**config.mk**
```make
export PLATFORM = sky130hd
export DESIGN_NAME = instruction_fetch_unit_flat
export DESIGN_NICKNAME = d
export VERILOG_FILES = /design/src/rtl/instruction_fetch_unit_if.sv /design/src/rtl/instruction_fetch_unit.sv /design/src/flat_wrapper.sv
export SDC_FILE = /design/constraint.sdc
export NUM_CORES = 1
export LEC_CHECK = 0
export BUFFER_PORTS_ARGS = -buffer_cell sky130_fd_sc_hd__clkbuf_2
export CORE_MARGIN = 1.5
export CORE_UTILIZATION = 45
export CTS_CLUSTER_DIAMETER = 40
export DETAILED_ROUTE_END_ITERATION = 8
export PLACE_DENSITY = 0.78
export SYNTH_ARGS = -nofsm -noshare
export SYNTH_HDL_FRONTEND = slang
export SYNTH_SLANG_ARGS = --single-unit
```
**constraint.sdc**
```tcl
create_clock -name clk -period 3 [get_ports clk]
set_clock_uncertainty 0.2 [all_clocks]
set_input_delay 0.3 -clock clk [delete_from_list [all_inputs] [get_ports clk]]
set_output_delay 0.3 -clock clk [all_outputs]
set_load 0.01 [all_outputs]
```
**src/rtl/instruction_fetch_unit_if.sv**
```systemverilog
// Bundle between the fetch unit, the control unit and the instruction ROM.
//   master : control/ROM side. It drives requests, redirects and rom_data,
//            and observes the fetch state.
//   slave  : fetch unit. It drives rom_addr/rom_rw and its fetch state, and
//            observes requests, redirects and rom_data.
interface instruction_fetch_unit_if;
  logic        fetch_req;
  logic        pc_write;
  logic [1:0]  pc_src;
  logic [31:0] branch_offset;
  logic [25:0] jump_index;
  logic [31:0] jr_target;
  logic [31:0] rom_addr;
  logic        rom_rw;
  logic [31:0] rom_data;
  logic [31:0] pc;
  logic [31:0] instr;
  logic        instr_valid;
  logic        fetch_fault;
  logic [31:0] fetch_count;

  modport master (
    output fetch_req, pc_write, pc_src, branch_offset, jump_index, jr_target, rom_data,
    input  rom_addr, rom_rw, pc, instr, instr_valid, fetch_fault, fetch_count
  );

  modport slave (
    input  fetch_req, pc_write, pc_src, branch_offset, jump_index, jr_target, rom_data,
    output rom_addr, rom_rw, pc, instr, instr_valid, fetch_fault, fetch_count
  );
endinterface

```
**src/rtl/instruction_fetch_unit.sv**
```systemverilog
// Fetch stage of the multicycle CPU.
// It owns the PC, reads the big-endian ROM word at the PC into the IR and
// advances the PC by 4. It applies branch, jump and jr redirects while an
// instruction is held. A misaligned or out-of-range fetch sets a sticky
// fault that only reset clears.
// Ports:
//   clk   : rising-edge clock
//   reset : synchronous, active-high
//   bus   : instruction_fetch_unit_if.slave (control, ROM and status signals)
module instruction_fetch_unit #(
  parameter logic [31:0] RESET_PC  = 32'h0000_0000,
  parameter int          ROM_BYTES = 256
) (
  input  logic                          clk,
  input  logic                          reset,
  instruction_fetch_unit_if.slave       bus
);

  typedef enum logic [1:0] {IDLE, FETCH, HELD, FAULT} state_t;

  localparam logic [31:0] LAST_PC = 32'(ROM_BYTES - 4);

  state_t      state_q;
  logic [31:0] pc_q, pc_d;
  logic [31:0] instr_q;
  logic [31:0] count_q;
  logic        valid_q;
  logic        fault_q;
  logic        fetch_ok;

  // Redirect target. The FSM applies it only in HELD, where pc already
  // holds PC+4 of the held instruction.
  always_comb begin
    pc_d = pc_q;
    if (bus.pc_write) begin
      unique case (bus.pc_src)
        2'b01:   pc_d = pc_q + (bus.branch_offset << 2);
        2'b10:   pc_d = {pc_q[31:28], bus.jump_index, 2'b00};
        2'b11:   pc_d = bus.jr_target;
        default: pc_d = pc_q;
      endcase
    end
  end

  assign fetch_ok = (pc_q[1:0] == 2'b00) && (pc_q <= LAST_PC);

  always_ff @(posedge clk) begin
    if (reset) begin
      state_q <= IDLE;
      pc_q    <= RESET_PC;
      instr_q <= '0;
      count_q <= '0;
      valid_q <= 1'b0;
      fault_q <= 1'b0;
    end else begin
      unique case (state_q)
        IDLE: if (bus.fetch_req) state_q <= FETCH;
        FETCH: begin
          if (!fetch_ok) begin
            fault_q <= 1'b1;
            state_q <= FAULT;
          end else begin
            instr_q <= bus.rom_data;
            pc_q    <= pc_q + 32'd4;
            count_q <= count_q + 32'd1;
            valid_q <= 1'b1;
            state_q <= HELD;
          end
        end
        HELD: begin
          // The redirect lands at the same edge as a new request, so
          // FETCH reads the redirected pc.
          pc_q <= pc_d;
          if (bus.fetch_req) begin
            valid_q <= 1'b0;
            state_q <= FETCH;
          end
        end
        FAULT: state_q <= FAULT;
        default: state_q <= IDLE;
      endcase
    end
  end

  assign bus.rom_addr    = pc_q;
  assign bus.rom_rw      = 1'b0;
  assign bus.pc          = pc_q;
  assign bus.instr       = instr_q;
  assign bus.instr_valid = valid_q;
  assign bus.fetch_fault = fault_q;
  assign bus.fetch_count = count_q;

endmodule
```
**src/flat_wrapper.sv**
```systemverilog
// flat-port wrapper written by rule: the top's interface ports become plain ports
module instruction_fetch_unit_flat 
#(
  parameter logic [31:0] RESET_PC  = 32'h0000_0000,
  parameter int          ROM_BYTES = 256
)
  (clk, reset, bus_fetch_req, bus_pc_write, bus_pc_src, bus_branch_offset, bus_jump_index, bus_jr_target, bus_rom_data, bus_rom_addr, bus_rom_rw, bus_pc, bus_instr, bus_instr_valid, bus_fetch_fault, bus_fetch_count);
  instruction_fetch_unit_if bus_i ();
  input  logic clk;
  input  logic reset;
  input wire logic [$bits(bus_i.fetch_req)-1:0] bus_fetch_req;
  input wire logic [$bits(bus_i.pc_write)-1:0] bus_pc_write;
  input wire logic [$bits(bus_i.pc_src)-1:0] bus_pc_src;
  input wire logic [$bits(bus_i.branch_offset)-1:0] bus_branch_offset;
  input wire logic [$bits(bus_i.jump_index)-1:0] bus_jump_index;
  input wire logic [$bits(bus_i.jr_target)-1:0] bus_jr_target;
  input wire logic [$bits(bus_i.rom_data)-1:0] bus_rom_data;
  output wire logic [$bits(bus_i.rom_addr)-1:0] bus_rom_addr;
  output wire logic [$bits(bus_i.rom_rw)-1:0] bus_rom_rw;
  output wire logic [$bits(bus_i.pc)-1:0] bus_pc;
  output wire logic [$bits(bus_i.instr)-1:0] bus_instr;
  output wire logic [$bits(bus_i.instr_valid)-1:0] bus_instr_valid;
  output wire logic [$bits(bus_i.fetch_fault)-1:0] bus_fetch_fault;
  output wire logic [$bits(bus_i.fetch_count)-1:0] bus_fetch_count;
  assign bus_i.fetch_req = bus_fetch_req;
  assign bus_i.pc_write = bus_pc_write;
  assign bus_i.pc_src = bus_pc_src;
  assign bus_i.branch_offset = bus_branch_offset;
  assign bus_i.jump_index = bus_jump_index;
  assign bus_i.jr_target = bus_jr_target;
  assign bus_i.rom_data = bus_rom_data;
  assign bus_rom_addr = bus_i.rom_addr;
  assign bus_rom_rw = bus_i.rom_rw;
  assign bus_pc = bus_i.pc;
  assign bus_instr = bus_i.instr;
  assign bus_instr_valid = bus_i.instr_valid;
  assign bus_fetch_fault = bus_i.fetch_fault;
  assign bus_fetch_count = bus_i.fetch_count;
  instruction_fetch_unit #(.RESET_PC(RESET_PC), .ROM_BYTES(ROM_BYTES)) u_core (.clk(clk), .reset(reset), .bus(bus_i));
endmodule
```
# Word level (Yosys, flattened, before mapping)
# Index checks and enable logic that the tools add are counted.
# word_totals
register_bits	100
latch_bits	0
ram_bits	0
rom_bits	0
in_bits	128
elab_cells	45
n_memories	0
# op_classes
add_sub_neg	3
mul	0
n_div	0
n_lt_le_gt_ge	1
eq_ne	13
shift	0
muxes	10
bitwise_logic	1
n_reduce_logical	10
# op_table
operator	count
case mux 32 bit (3 select lines)	1
two-way mux 32 bit	2
case mux 32 bit (2 select lines)	1
adder 32 x 1 -> 32 bit (second input constant)	1
adder 32 x 3 -> 32 bit (second input constant)	1
adder 32 bit	1
<= comparator 32 x 8 -> 1 bit (second input constant)	1
== test 2 bit (second input constant)	4
!= test 2 bit (second input constant)	3
case mux 2 bit (3 select lines)	1
AND reduction 5 bit	1
== test 2 x 1 -> 1 bit (second input constant)	2
logical NOT 2 bit	2
!= test 2 x 1 -> 1 bit (second input constant)	2
!= test 4 bit (second input constant)	1
AND reduction 2 bit	2
AND reduction 4 bit	1
two-way mux 1 bit	3
!= test 3 bit (second input constant)	1
AND reduction 3 bit	1
two-way mux 2 bit	1
case mux 1 bit (2 select lines)	1
nonzero test 2 bit	1
OR reduction 2 bit	1
2 further kinds	2

# Longest topological paths before layout
# depth
ltp_word	4
depth_mapped	12
depth_no_buf	10

# Worst setup path after synthesis
# OpenSTA, ideal clock, no wires.
# synth_path
kind	register to register
start	reg u_core.pc_q[2], in the netlist u_core.bus.pc[2]
end	reg u_core.pc_q[28], in the netlist u_core.bus.pc[28]
arrival_ns	2.715
required_ns	2.699
setup_slack_ns	-0.016
stages_incl_launch_ff	11
n_path_buf	0
synth_period_minus_slack_ns	3.016
cell_sequence	dfxtp_1 ha_1 fa_1 a211oi_1 o21ai_1 a211oi_2 nor4b_1 nor3b_2 a21oi_1 o31a_1 o41ai_1
# synth_between
elab_chain_cells	4
# synth_lines
item	line_no	rtl
start, declared	instruction_fetch_unit.sv:24	logic [31:0] pc_q, pc_d;
start signal, assigned	instruction_fetch_unit.sv:64	pc_q <= pc_q + 32'd4;
start signal, assigned	instruction_fetch_unit.sv:73	pc_q <= pc_d;
adder 32 bit or <= comparator 32 x 8 -> 1 bit (tied branches)	instruction_fetch_unit.sv:37, instruction_fetch_unit.sv:45	
case mux 32 bit (3 select lines) or logical AND 1 bit (tied branches)	instruction_fetch_unit.sv:36, instruction_fetch_unit.sv:45	
two-way mux 32 bit or != test 2 x 1 -> 1 bit (tied branches)	--	
case mux 32 bit (2 select lines) or AND reduction 5 bit (tied branches)	--	
# Parallel ways exist; a longest one is shown, timed or not. The select of a mux whose other input is x is not followed.
# A chain may end at the register's enable or synchronous reset.

# Worst setup path in the final report
# Ends and elaborated chain as after synthesis.

==> results.cfg <==
[outcome]
outcome = complete, no violations

[logic_synthesis]
synth_area_leader_cell = dfxtp_1
synthCells = 851
ys_seq_elements = 100
yosys_warnings = 0
synth_most_common_cell = nand2_1
yosysSeqAreaShare = 0.3055
synth_top_area_share = 0.3055
synth_nets = 1019
synth_cell_types = 65
syn_area_um2 = 6553
async_reset_ff_frac = 0
yosys-top-cells-area = dfxtp_1 (31%), ha_1 (7.4%), nand2_1 (6.6%)
yosys-top-cells-count = nand2_1 (116), dfxtp_1 (100), nor2_1 (84)
synth_edf_count = 0
ys.flop_type = dfxtp_1
postSynthAreaPerCell_um2 = 7.700

[clocking]
cts_tree = yes
cts_buffer_depth = 2
htree_levels = 3
cts_sinks = 100
clkSlewWorstSetupHoldPaths_ns = 0.08
clk_latency_ns = 0.35
cts_buffers = 9
root_buffer = clkbuf_16

[global_routing]
grt_usage = 0.2799
grt_pass1_vias = 6830
grt-ovfl-total = 0
antenna_found_initial = 0
grt_pass1_wl_um = 33670
grt_max_degree = 55

[sta]
period_share = 0.9742
fin_crit_ns = 2.923
finalSetupTns_ns = 0
max_freq_ghz = 0.3422
setup_viol = 0
relSlewSlack = 0.5587
finalHoldViolCount = 0
slew_violations = 0
worst_slew_pin_slew_ns = 0.6604

[drt]
drt-total-wl_um = 22250
antenna_left = 0
drt_iter0_markers = 526
routed_via_density = 5.580
drc = 0
vias = 7360
firstDrtPassIters = 5
routedWlPerCell_um = 16.87

[cells_and_area]
fin_util = 0.6316
drive_gt1_frac = 0.3187
fin_nets = 1302
final_cells = 1319
n_antenna_cell = 0
syn_to_final_growth_pct = 35.34
n_fill_cell = 1274

[floorplanning]
num_io_pins = 259
row_count = 43
die_area_um2 = 15290
die_y_um = 123.7
fp.dieW_um = 123.7
start_util = 0.4666
coreArea_um2 = 14040

[critical_path]
crit_path_end_kind = flop
cp-start-kind = flop
cp.required_ns = 3.05
crit_path_frequent_cell = a211oi_4
worstPathArrival_ns = 2.97
worstPathMaxFanout = 3
crit_type = flop to flop
critPathSlowestCell = fa_2
cpPeakStageDelay_ns = 0.39
cp_cell_sequence = ha_4, fa_2, a211oi_4, o21ai_2, buf_4, a211oi_4, nor4b_4, nor3b_2, a21oi_1, o31a_1, o41ai_2

[min_path]
hold_class = primary input to flop

[placement]
io_buffers = 255
dp.cells = 1269
gp_congestion = 0.9681
hpwl_um = 16040

[power]
leakagePower_nw = 4.140
vdd_drop_max_mv = 0.4763
power-per-cell-area_nw_per_um2 = 658.1
finalPower_mw = 5.837

[flow_run]
drv_cap = 0
power breakdown:
group          total [mW]  switching [mW]  internal, mW
combinational        2.83            1.69          1.15
sequential           1.74           0.170          1.57
clock                1.26           0.589         0.672
flip-flops by register name (all words and copies together) (netlist names):
name and cells:
u_core.state_q 2, u_core.bus.instr 32, u_core.bus.fetch_fault 1, u_core.bus.pc 32, u_core.bus.instr_valid 1, u_core.bus.fetch_count 32
layout by cell type, fill, tap and decap left out, types with 6 or more instances in the layout:
cell           instances
o211ai_1               6
a31oi_1                7
xnor2_1               23
a221oi_1               8
o21ai_0               38
clkbuf_2             254
nor2_1                84
o21bai_1               7
a22oi_1               20
a21oi_1               82
ha_1                  38
clkbuf_16              9
and3_1                21
nand3_1               29
o22ai_1                7
a22o_1                 7
dfxtp_1               99
or3_1                  6
inv_1                 18
dlygate4sd3_1         32
nand4_1               15
nor3_1                15
a21o_1                14
nand2_1              116
buf_4                 62
xor2_1                28
path summary, 6_finish.rpt:
check / cells after the start / slack [ns] / end / startpoint
max reg2reg: 11 / 0.08 / u_core.bus.pc[28]$_SDFFE_PP0P_ / u_core.bus.pc[2]$_SDFFE_PP0P_
max: 11 / 0.08 / u_core.bus.pc[28]$_SDFFE_PP0P_ / u_core.bus.pc[2]$_SDFFE_PP0P_
min reg2reg: 2 / 0.25 / u_core.bus.fetch_fault$_SDFFE_PP0P_ / u_core.bus.fetch_fault$_SDFFE_PP0P_
min: 3 / 0.02 / u_core.bus.pc[1]$_SDFFE_PP0P_ / bus_jr_target[1]
metal layers:
layer | vias up | part of all wire | global-route usage
met1 | 3416 | 0.42 | 0.3605
met4 | 0 | 0.026 | 0.09842
met5 | - | 0 | 0
li1 | 3579 | - | -
met2 | 322 | 0.48 | 0.4741
met3 | 43 | 0.072 | 0.04441
layout make-up:
type / instances / area [µm²] / area share
Inverter: 18 / 67.56 / 0.007619
Multi-Input combinational cell: 655 / 4169 / 0.4701
Tap cell: 180 / 225.2 / 0.02540
Timing Repair Buffer: 350 / 2088 / 0.2355
Clock inverter: 7 / 90.09 / 0.01016
Clock buffer: 9 / 225.2 / 0.02540
Sequential cell: 100 / 2003 / 0.2259
through the flow:
stage                     setup slack, ns  cell area, µm²  hold WS, ns
after global placement           -0.03741            8114       0.2387
after floorplan                   0.05552            6558       0.2360
after global routing             -0.05245            8869      0.04083
after CTS                         0.01123            8761     0.005445
after detailed placement         -0.08342            8114       0.2458
final                             0.07734            8869      0.02195
critical path, delay by kind of cell (launching register included):
family,cells,cell delay (ns)
adder cells (fa/ha/maj),2,0.55
buffers and inverters,1,0.16
flip-flops,1,0.34
AND/OR/NAND/NOR,2,0.30
AO/OA/AOI/OAI,6,1.28
repair_timing:
action,in CTS,in global routing
buffers inserted,0,2
gates resized for setup,2,21
endpoints found under the setup margin,3,11
hold buffers,32,0
pin swaps,1,12
hold endpoints to repair,32,0
cells by family after synthesis:
logic type      count (synthesis)  synth area share
simple gates                  319            0.2322
other cells                     1         0.0005723
buf+inv                        96           0.07504
fa+ha+maj                      40           0.07753
mux                             2          0.003246
flops                         100            0.3055
xor+xnor                       51           0.06817
compound gates                242            0.2377
(Power assumes the default switching activity.)
